**config.mk**
```make
export PLATFORM = sky130hd
export DESIGN_NAME = seg7_scan_driver
export DESIGN_NICKNAME = d
export VERILOG_FILES = /design/src/rtl/seg7_pkg.sv /design/src/rtl/bin2bcd_seq.sv /design/src/rtl/seg7_scan_driver.sv
export SDC_FILE = /design/constraint.sdc
export NUM_CORES = 1
export LEC_CHECK = 0
export CORE_MARGIN = 2
export CORE_UTILIZATION = 65
export CTS_BUF_LIST = sky130_fd_sc_hd__clkbuf_8
export CTS_CLUSTER_SIZE = 8
export DETAILED_ROUTE_END_ITERATION = 8
export DONT_BUFFER_PORTS = 1
export MAX_ROUTING_LAYER = met4
export PLACE_DENSITY = 0.81
export SYNTH_ARGS = -nofsm -noshare
export SYNTH_HDL_FRONTEND = slang
export SYNTH_SLANG_ARGS = --single-unit
export TNS_END_PERCENT = 1
```
**constraint.sdc**
```tcl
create_clock -name clk -period 4.6 [get_ports clk]
set_input_delay 0.23 -clock clk [delete_from_list [all_inputs] [get_ports clk]]
set_output_delay 0.23 -clock clk [all_outputs]
set_load 0.05 [all_outputs]
```
**src/rtl/seg7_pkg.sv**
```systemverilog
// Shared glyph constants, display-code encoding and sizing helpers for the
// seven-segment scan driver.
package seg7_pkg;

  // Display buffer entry: 0-15 select a hex/decimal glyph, the rest are symbols.
  typedef logic [4:0] code_t;

  localparam code_t CODE_BLANK = 5'd16;
  localparam code_t CODE_MINUS = 5'd17;
  localparam code_t CODE_E     = 5'd18;

  localparam logic [6:0] SEG_BLANK = 7'b1111111;
  localparam logic [6:0] SEG_MINUS = 7'b0111111;
  localparam logic [6:0] SEG_E     = 7'b0000110;

  function automatic int bcd_digits(input int w);
    return (w * 3) / 10 + 1;
  endfunction

  // Active-low {g,f,e,d,c,b,a}; b and d are the lowercase forms.
  function automatic logic [6:0] glyph(input logic [3:0] d);
    logic [6:0] s;
    case (d)
      4'h0: s = 7'b1000000;
      4'h1: s = 7'b1111001;
      4'h2: s = 7'b0100100;
      4'h3: s = 7'b0110000;
      4'h4: s = 7'b0011001;
      4'h5: s = 7'b0010010;
      4'h6: s = 7'b0000010;
      4'h7: s = 7'b1111000;
      4'h8: s = 7'b0000000;
      4'h9: s = 7'b0010000;
      4'hA: s = 7'b0001000;
      4'hB: s = 7'b0000011;
      4'hC: s = 7'b1000110;
      4'hD: s = 7'b0100001;
      4'hE: s = 7'b0000110;
      default: s = 7'b0001110;
    endcase
    return s;
  endfunction

endpackage

```
**src/rtl/bin2bcd_seq.sv**
```systemverilog
// Sequential double-dabble: one shift/add-3 step per clock, VALUE_W steps,
// then one cycle with done high while the finished BCD value is presented.
module bin2bcd_seq
  import seg7_pkg::*;
#(
  parameter int VALUE_W = 8
) (
  input  logic                              clk,
  input  logic                              reset,
  input  logic                              start,
  input  logic [VALUE_W-1:0]                bin,
  output logic                              busy,
  output logic                              done,
  output logic [bcd_digits(VALUE_W)*4-1:0]  bcd
);
  localparam int BCD_D = bcd_digits(VALUE_W);
  localparam int BCD_W = BCD_D * 4;
  localparam int CNT_W = $clog2(VALUE_W + 1);

  logic               busy_q, busy_d;
  logic [CNT_W-1:0]   cnt_q, cnt_d;
  logic [VALUE_W-1:0] bin_q, bin_d;
  logic [BCD_W-1:0]   bcd_q, bcd_d;
  logic [BCD_W-1:0]   adj;

  always_comb begin
    busy_d = busy_q;
    cnt_d  = cnt_q;
    bin_d  = bin_q;
    bcd_d  = bcd_q;
    adj    = bcd_q;
    for (int i = 0; i < BCD_D; i++) begin
      if (bcd_q[4*i +: 4] >= 4'd5) adj[4*i +: 4] = bcd_q[4*i +: 4] + 4'd3;
    end
    if (start && !busy_q) begin
      busy_d = 1'b1;
      cnt_d  = CNT_W'(VALUE_W);
      bin_d  = bin;
      bcd_d  = '0;
    end else if (busy_q) begin
      if (cnt_q != '0) begin
        bcd_d = {adj[BCD_W-2:0], bin_q[VALUE_W-1]};
        bin_d = bin_q << 1;
        cnt_d = cnt_q - 1'b1;
      end else begin
        busy_d = 1'b0;
      end
    end
  end

  always_ff @(posedge clk) begin
    if (reset) begin
      busy_q <= 1'b0;
      cnt_q  <= '0;
      bin_q  <= '0;
      bcd_q  <= '0;
    end else begin
      busy_q <= busy_d;
      cnt_q  <= cnt_d;
      bin_q  <= bin_d;
      bcd_q  <= bcd_d;
    end
  end

  assign busy = busy_q;
  assign done = busy_q && (cnt_q == '0);
  assign bcd  = bcd_q;

endmodule

```
**src/rtl/seg7_scan_driver.sv**
```systemverilog
// Multiplexed N-digit seven-segment driver: captures a signed result, converts it
// to decimal or hex, formats sign/blanking/overflow and scans the anodes.
module seg7_scan_driver
  import seg7_pkg::*;
#(
  parameter int N_DIGITS    = 4,
  parameter int VALUE_W     = 8,
  parameter int REFRESH_DIV = 100000
) (
  input  logic                clk,
  input  logic                reset,
  input  logic [VALUE_W-1:0]  value,
  input  logic                load,
  input  logic                mode_toggle,
  input  logic                blank_lz,
  output logic                busy,
  output logic                hex_mode,
  output logic [6:0]          seg,
  output logic [N_DIGITS-1:0] an
);
  localparam int BCD_D = bcd_digits(VALUE_W);
  localparam int BCD_W = BCD_D * 4;
  localparam int RAW_D = (BCD_D > N_DIGITS) ? BCD_D : N_DIGITS;
  localparam int CNT_W = $clog2(REFRESH_DIV);
  localparam int IDX_W = $clog2(N_DIGITS);
  localparam logic [CNT_W-1:0] CNT_MAX = CNT_W'(REFRESH_DIV - 1);
  localparam logic [IDX_W-1:0] IDX_MAX = IDX_W'(N_DIGITS - 1);

  typedef logic [RAW_D*4-1:0]   raw_vec_t;
  typedef code_t [N_DIGITS-1:0] disp_t;

  logic               mode_prev_q, mode_prev_d;
  logic               hex_mode_q, hex_mode_d;
  logic               pending_q, pending_d;
  logic               hex_busy_q, hex_busy_d;
  logic               conv_hex_q, conv_hex_d;
  logic [VALUE_W-1:0] val_q, val_d;
  logic [VALUE_W-1:0] mag_q, mag_d;
  logic               neg_q, neg_d;
  logic               blz_q, blz_d;
  disp_t              buf_q, buf_d;
  logic [CNT_W-1:0]   cnt_q, cnt_d;
  logic [IDX_W-1:0]   idx_q, idx_d;
  logic [6:0]         seg_q, seg_d;
  logic [N_DIGITS-1:0] an_q, an_d;

  logic               mode_edge, start, dec_start, commit;
  logic [VALUE_W-1:0] src;
  logic               dec_busy, dec_done;
  logic [BCD_W-1:0]   bcd;
  raw_vec_t           raw_vec;
  logic [3:0]         raw [RAW_D];
  int                 nd;
  logic               ovf;
  disp_t              fmt;
  code_t              cur;
  logic [N_DIGITS-1:0] one_hot;

  assign busy = hex_busy_q | dec_busy;

  // An idle mode edge or leftover pending request re-converts the held value.
  always_comb begin
    mode_edge   = mode_toggle && !mode_prev_q;
    start       = !busy && (load || mode_edge || pending_q);
    src         = load ? value : val_q;
    mode_prev_d = mode_toggle;
    hex_mode_d  = hex_mode_q ^ mode_edge;
    pending_d   = start ? 1'b0 : (pending_q || mode_edge);
    val_d       = val_q;
    mag_d       = mag_q;
    neg_d       = neg_q;
    blz_d       = blz_q;
    conv_hex_d  = conv_hex_q;
    if (start) begin
      val_d      = src;
      neg_d      = src[VALUE_W-1];
      mag_d      = src[VALUE_W-1] ? (~src + 1'b1) : src;
      blz_d      = blank_lz;
      conv_hex_d = hex_mode_d;
    end
    hex_busy_d = start && hex_mode_d;
    dec_start  = start && !hex_mode_d;
    commit     = hex_busy_q || dec_done;
  end

  bin2bcd_seq #(.VALUE_W(VALUE_W)) u_bcd (
    .clk   (clk),
    .reset (reset),
    .start (dec_start),
    .bin   (mag_d),
    .busy  (dec_busy),
    .done  (dec_done),
    .bcd   (bcd)
  );

  // Upper nibbles of both sources are zero-padded so hex and decimal share one path.
  always_comb begin
    raw_vec = conv_hex_q ? raw_vec_t'(mag_q) : raw_vec_t'(bcd);
    nd = 1;
    for (int i = 0; i < RAW_D; i++) begin
      raw[i] = raw_vec[4*i +: 4];
      if (raw_vec[4*i +: 4] != 4'd0) nd = i + 1;
    end
    ovf = (nd + (neg_q ? 1 : 0)) > N_DIGITS;
    for (int i = 0; i < N_DIGITS; i++) begin
      fmt[i] = CODE_BLANK;
      if (ovf) begin
        if (i == N_DIGITS - 1) fmt[i] = CODE_E;
      end else if (blz_q) begin
        if (i < nd) fmt[i] = {1'b0, raw[i]};
        else if (i == nd && neg_q) fmt[i] = CODE_MINUS;
      end else begin
        if (neg_q && i == N_DIGITS - 1) fmt[i] = CODE_MINUS;
        else fmt[i] = {1'b0, raw[i]};
      end
    end
    buf_d = commit ? fmt : buf_q;
  end

  always_comb begin
    cnt_d = (cnt_q == CNT_MAX) ? '0 : cnt_q + 1'b1;
    idx_d = idx_q;
    if (cnt_q == CNT_MAX) idx_d = (idx_q == IDX_MAX) ? '0 : idx_q + 1'b1;
    cur = buf_q[idx_q];
    case (cur)
      CODE_BLANK: seg_d = SEG_BLANK;
      CODE_MINUS: seg_d = SEG_MINUS;
      CODE_E:     seg_d = SEG_E;
      default:    seg_d = glyph(cur[3:0]);
    endcase
    one_hot        = '0;
    one_hot[idx_q] = 1'b1;
    an_d           = ~one_hot;
  end

  always_ff @(posedge clk) begin
    if (reset) begin
      mode_prev_q <= 1'b0;
      hex_mode_q  <= 1'b0;
      pending_q   <= 1'b0;
      hex_busy_q  <= 1'b0;
      conv_hex_q  <= 1'b0;
      val_q       <= '0;
      mag_q       <= '0;
      neg_q       <= 1'b0;
      blz_q       <= 1'b0;
      for (int i = 0; i < N_DIGITS; i++) buf_q[i] <= (i == 0) ? 5'd0 : CODE_BLANK;
      cnt_q       <= '0;
      idx_q       <= '0;
      seg_q       <= glyph(4'd0);
      an_q        <= {{(N_DIGITS-1){1'b1}}, 1'b0};
    end else begin
      mode_prev_q <= mode_prev_d;
      hex_mode_q  <= hex_mode_d;
      pending_q   <= pending_d;
      hex_busy_q  <= hex_busy_d;
      conv_hex_q  <= conv_hex_d;
      val_q       <= val_d;
      mag_q       <= mag_d;
      neg_q       <= neg_d;
      blz_q       <= blz_d;
      buf_q       <= buf_d;
      cnt_q       <= cnt_d;
      idx_q       <= idx_d;
      seg_q       <= seg_d;
      an_q        <= an_d;
    end
  end

  assign hex_mode = hex_mode_q;
  assign seg      = seg_q;
  assign an       = an_q;

endmodule

```
==> results.sh, run 1 <==
export IMPL_synthTopCellsByCount="dfxtp_1 (95), nor2_1 (63), nand2_1 (45)"
export IMPL_root_buffer="clkbuf_8"
export IMPL_slew_violations=0
export IMPL_grt_start_max_net_pins=51
export IMPL_drt_pass1_iterations=4
export IMPL_setup_tns_final_ns=0
export IMPL_syn_inst=519
export IMPL_via_count=3583
export IMPL_initial_core_util_pct=66.27
export IMPL_die_area_sq_mm=0.007974
export IMPL_tightest_slew_ns=0.9719
export IMPL_fp_dieH_um=89.30
export IMPL_clkTransAtPathRegs_ns=0.09
export IMPL_ys_types=67
export IMPL_post_dp_hpwl_um=6309
export IMPL_gp_congestion=0.8748
export IMPL_cp_max_fo=11
export IMPL_cp_start_kind="flip-flop"
export IMPL_synthArstFlopShare_pct=0
export IMPL_hp_class="in -> reg"
export IMPL_grt_busiest_layer="met2"
export IMPL_synth_edf_count=0
export IMPL_grtUsageMet3_pct=4.894
export IMPL_rsz0062_at_grt="no"
export IMPL_clock_latency_ns=0.36
export IMPL_postCtsSetupRepairBufs=0
export IMPL_comb_power_share_pct=20.8
export IMPL_grt_pass1_wl_um=15090
export IMPL_synthDominantCellAreaShare_pct=40.21
export IMPL_viasPerCell=5.864
export IMPL_yosys_area_top_type="dfxtp_1"
export IMPL_slew_headroom_pct=35.20
export IMPL_synth_avg_cell_area_sq_um=9.113
export IMPL_yosysSeqAreaShare_pct=40.21
export IMPL_clock_path_buffers=2
export IMPL_ys_warn_count=0
export IMPL_pwr_share_clk_pct=27.2
export IMPL_drtAntennaViolNets=0
export IMPL_cts_tree="yes"
export IMPL_core_area_sq_mm=0.007137
export IMPL_p_switching_uw=612.6
export IMPL_drive_gt1_share_pct=9.766
export IMPL_synth_area_leaders="dfxtp_1 (40%), mux2i_1 (5.9%), nor2_1 (5.0%)"
export IMPL_insertedDiodeCount=0
export IMPL_clock_sinks=95
export IMPL_drc_errors=0
export IMPL_cp_end_kind="flip-flop"
export IMPL_yosys_register_bits=95
export IMPL_grt_met1_usage_pct=29.92
export IMPL_preCtsSetupSlack_ns=2.122
export IMPL_run_status="complete, no violations"
export IMPL_synth_nets=550
export IMPL_p_per_area_mw_per_mm2=392.8
export IMPL_io_buffers=0
export IMPL_p_int_uw=1318
export IMPL_worstSetupPathType="reg -> reg"
export IMPL_synth_area_sq_mm=0.004730
export IMPL_setup_viol_count_final=0
export IMPL_wl_um=9064
export IMPL_syn2layout_area_growth_pct=3.942
export IMPL_routed_wire_length_per_instance_um=14.83
export IMPL_ios=26
export IMPL_final_net_count=538
export IMPL_seqPwrFrac_pct=52.0
export IMPL_ir_drop_uv=319.9
export IMPL_cts_resized_gates=0
export IMPL_min_period_ns=2.486
export IMPL_overflow=0
export IMPL_maxCapViolCount=0
export IMPL_p_leak_uw=0.001822
export IMPL_cts_buffers=9
export IMPL_switching_share_pct=31.73
export IMPL_htree_num_levels=3
export IMPL_grt_use_met2_pct=42.02
export IMPL_fmax_ghz=0.4022
export IMPL_first_iter_violations=170
export IMPL_period_share_pct=54.05
export IMPL_finalHoldViolations=0
export IMPL_row_count=31
export IMPL_grt_antenna_before_repair=0
export IMPL_cp_data_arrival_time_ns=2.73
export IMPL_grt_use_total_pct=24.74
export IMPL_synth_main_ff_cell="dfxtp_1"
export IMPL_synth_most_common_cell="dfxtp_1"
export IMPL_required_ns=4.85
export IMPL_clock_skew_ns=0.01165
export IMPL_die_w_um=89.30
export IMPL_grt_pass1_vias=3304
export IMPL_setup_ws_ns=2.114
[metal layers]
metal	vias up	wire length [um]
met5	-	0
met4	0	105
met3	12	278
met2	58	4668
met1	1725	4012
li1	1788	-
[what timing repair did]
item	4_1_cts	5_1_grt
hold buffers	1	0
endpoints found under the setup margin	0	0
endpoints found under the hold margin	50	0
[placed cells by master, fill, tap and decap left out, types with 9 or more instances in the layout]
master    instances
dfxtp_1          95
nand2b_1          9
nand2_1          45
xnor2_1          16
ha_1             18
a211oi_1         13
xor2_1           10
nand3_1          15
mux2i_1          28
nor2_1           63
clkbuf_8          9
nor3_1           17
inv_1            18
a21oi_1          33
o21ai_0          14
[registers in the layout (all words and copies together) (netlist names)]
signal       cells
buf_q           18
cnt_q           17
u_bcd.bcd       12
mag_q            8
u_bcd.bin_q      8
val_q            8
seg              7
an               4
u_bcd.cnt_q      4
idx_q            2
blz_q            1
conv_hex_q       1
hex_busy_q       1
hex_mode         1
mode_prev_q      1
pending_q        1
u_bcd.busy       1
[power by group through the flow]
stage	clock (uW)	sequential [uW]	combinational, uW
6_report	526	1000	402
5_1_grt	577	1020	446
4_1_cts	540	1000	401
3_5_place_dp	0	1020	390
3_3_place_gp	0	1020	382
2_1_floorplan	0	1000	353
[metrics by stage]
stage | cell area, sq um | utilization [%] | hold WS, ns | std cells | total power [uW]
final | 4916 | 68.88 | 0.008650 | 611 | 1931
after global routing | 4916 | 68.88 | 0.009844 | 611 | 2039
after CTS | 4916 | 68.88 | 0.0001976 | 611 | 1944
after detailed placement | 4707 | 65.95 | 0.3047 | 594 | 1413
after global placement | 4707 | 65.95 | 0.3064 | 594 | 1401
after floorplan | 4730 | - | 0.3582 | 519 | 1353
[cell families after synthesis]
group	synth area share (%)
DFF	40.21
buffers and inverters	4.841
xor gates and xnor gates	4.815
muxes	9.497
AOI/OAI and AO/OA	14.39
adders and majority gates	4.762
and+or+nand+nor	21.48
[area by class of cell]
class	instances	area, sq um
clock buffer	9	123.9
clock inverter	7	65.06
fill	598	2221
inverter	16	60.06
multi-input combinational	381	2599
sequential	95	1902
tap	99	123.9
timing repair buffer	4	42.54
[path summary, 6_finish.rpt]
check | endpoint | from | cells after the start | slack, ns
setup reg to reg | seg[0] | idx_q[0] | 5 | 2.11
hold / removal | mode_prev_q | mode_toggle | 1 | 0.009
setup / recovery | seg[0] | idx_q[0] | 5 | 2.11
hold reg to reg | cnt_q[0] | cnt_q[0] | 1 | 0.45
[worst max-delay path, stage by stage, from the launching register on]
cell     delay (ns)
dfxtp_1        0.69
mux4_2         0.65
ha_1           0.30
or2_2          0.32
and3b_1        0.23
a31o_1         0.19
No activity file was read; power rests on OpenSTA's default activity.
==> inputs of run 2 (changes only) <==
==> constraint.sdc (replaced) <==
create_clock -name clk -period 2.4 [get_ports clk]
set_input_delay 0.12 -clock clk [delete_from_list [all_inputs] [get_ports clk]]
set_output_delay 0.12 -clock clk [all_outputs]
set_load 0.05 [all_outputs]
==> results.sh, run 2 (synthesis gave the netlist of run 1 again) <==
export IMPL_first_iter_violations=201
export IMPL_routed_wire_length_per_instance_um=14.39
export IMPL_io_buffers=0
export IMPL_drtAntennaViolNets=0
export IMPL_die_w_um=89.30
export IMPL_final_common_cell="dfxtp_1"
export IMPL_drc_errors=0
export IMPL_crit_family="multiplexers"
export IMPL_clock_skew_ns=0.009462
export IMPL_post_dp_hpwl_um=6215
export IMPL_maxCapViolCount=0
export IMPL_fin_area_sq_mm=0.005035
export IMPL_whs_ns=0.07816
export IMPL_initial_core_util_pct=66.27
export IMPL_required_ns=2.66
export IMPL_cp_end_kind="flip-flop"
export IMPL_hp_class="in -> reg"
export IMPL_worstSetupPathType="reg -> reg"
export IMPL_largest_register="buf_q"
export IMPL_via_count=3561
export IMPL_slew_headroom_pct=56.07
export IMPL_grt_pass1_wl_um=14820
export IMPL_finalHoldViolations=0
export IMPL_slew_violations=0
export IMPL_met2_length_um=4433
export IMPL_core_area_sq_mm=0.007137
export IMPL_drt_pass1_iterations=4
export IMPL_p_per_area_mw_per_mm2=750.1
export IMPL_layout_common_cells="dfxtp_1 (95), nor2_1 (63), nand2_1 (45)"
export IMPL_final_util_pct=70.55
export IMPL_postCtsSetupRepairBufs=0
export IMPL_root_buffer="clkbuf_8"
export IMPL_drive_gt1_share_pct=11.24
export IMPL_period_share_pct=90.86
export IMPL_row_count=31
export IMPL_cpMaxStageDelayCell="mux4_2"
export IMPL_setup_tns_final_ns=0
export IMPL_clock_latency_ns=0.36
export IMPL_viasPerCell=5.707
export IMPL_fp_dieH_um=89.30
export IMPL_cts_tree="yes"
export IMPL_cp_data_arrival_time_ns=2.44
export IMPL_min_period_ns=2.181
export IMPL_cp_max_fo=7
export IMPL_largest_reg_flops=18
export IMPL_ios=26
export IMPL_p_leak_uw=0.001881
export IMPL_overflow=0
export IMPL_clock_path_buffers=2
export IMPL_grt_pass1_vias=3316
export IMPL_max_stage_delay_ns=0.60
export IMPL_routed_top_layer="met4"
export IMPL_tightest_slew_ns=0.6580
export IMPL_clkTransAtPathRegs_ns=0.09
export IMPL_wl_um=8978
export IMPL_grt_use_total_pct=24.46
export IMPL_die_area_sq_mm=0.007974
export IMPL_fmax_ghz=0.4586
export IMPL_run_status="complete, no violations"
export IMPL_setup_viol_count_final=0
export IMPL_path_buf_inv=0
export IMPL_ir_drop_uv=548.6
export IMPL_drt_met1_wl_um=4145
export IMPL_rsz0062_at_grt="no"
export IMPL_gp_congestion=0.8467
export IMPL_grt_antenna_before_repair=0
export IMPL_placed_area_sq_mm=0.004767
export IMPL_preCtsSetupSlack_ns=0.2238
export IMPL_insertedDiodeCount=0
export IMPL_cts_buffers=9
export IMPL_syn2layout_area_growth_pct=6.455
export IMPL_wl_met3_um=235
export IMPL_htree_num_levels=3
export IMPL_grt_start_max_net_pins=59
export IMPL_path_cells="mux4_2, ha_1, or2_2, and3b_1, a31o_1"
export IMPL_clock_sinks=95
export IMPL_cp_start_kind="flip-flop"
export IMPL_final_net_count=551
export IMPL_setup_ws_ns=0.2193
## run 2: cell type report
type	count	area, sq um
clock inverters	6	60.06
inverters	16	60.06
multi-input cells	381	2599
flip-flops and latches	95	1902
fillers	597	2102
well taps	99	123.9
clock buffers	10	137.6
repair buffers	17	152.6
## run 2: through the flow
stage	cells	total power, uW
4_1_cts	624	3790
5_1_grt	624	3968
3_3_place_gp	602	2712
6_report	624	3777
2_1_floorplan	519	2594
3_5_place_dp	602	2735
## run 2: final timing paths
path | start | endpoint | slack, ns | cells after the start
setup / recovery | idx_q[0] | seg[0] | 0.22 | 5
hold / removal | reset | an[0] | 0.08 | 2
setup reg to reg | idx_q[0] | seg[0] | 0.22 | 5
hold reg to reg | cnt_q[0] | cnt_q[0] | 0.44 | 1
## run 2: where the power goes
group | internal [uW] | switching, uW | total [uW]
combinational | 352 | 461 | 813
sequential | 1730 | 191 | 1920
clock | 507 | 541 | 1050
total | 2580 | 1190 | 3780
## run 2: worst register-to-register path: stages, from the launching register on
cell,delay (ns)
dfxtp_1,0.44
mux4_2,0.60
ha_1,0.31
or2_2,0.32
and3b_1,0.22
a31o_1,0.19
## run 2: layer usage
| metal | global-route usage [%] | up-vias |
|---|---|---|
| li1 | - | 1819 |
| met1 | 29.98 | 1668 |
| met2 | 40.27 | 59 |
| met3 | 3.416 | 15 |
| met4 | 10.58 | 0 |
| met5 | - | - |
## run 2: repair_timing
action / 4_1_cts / 5_1_grt
endpoints found under the hold margin: 60 / 0
hold buffers: 6 / 0
gates resized for setup: 0 / 0
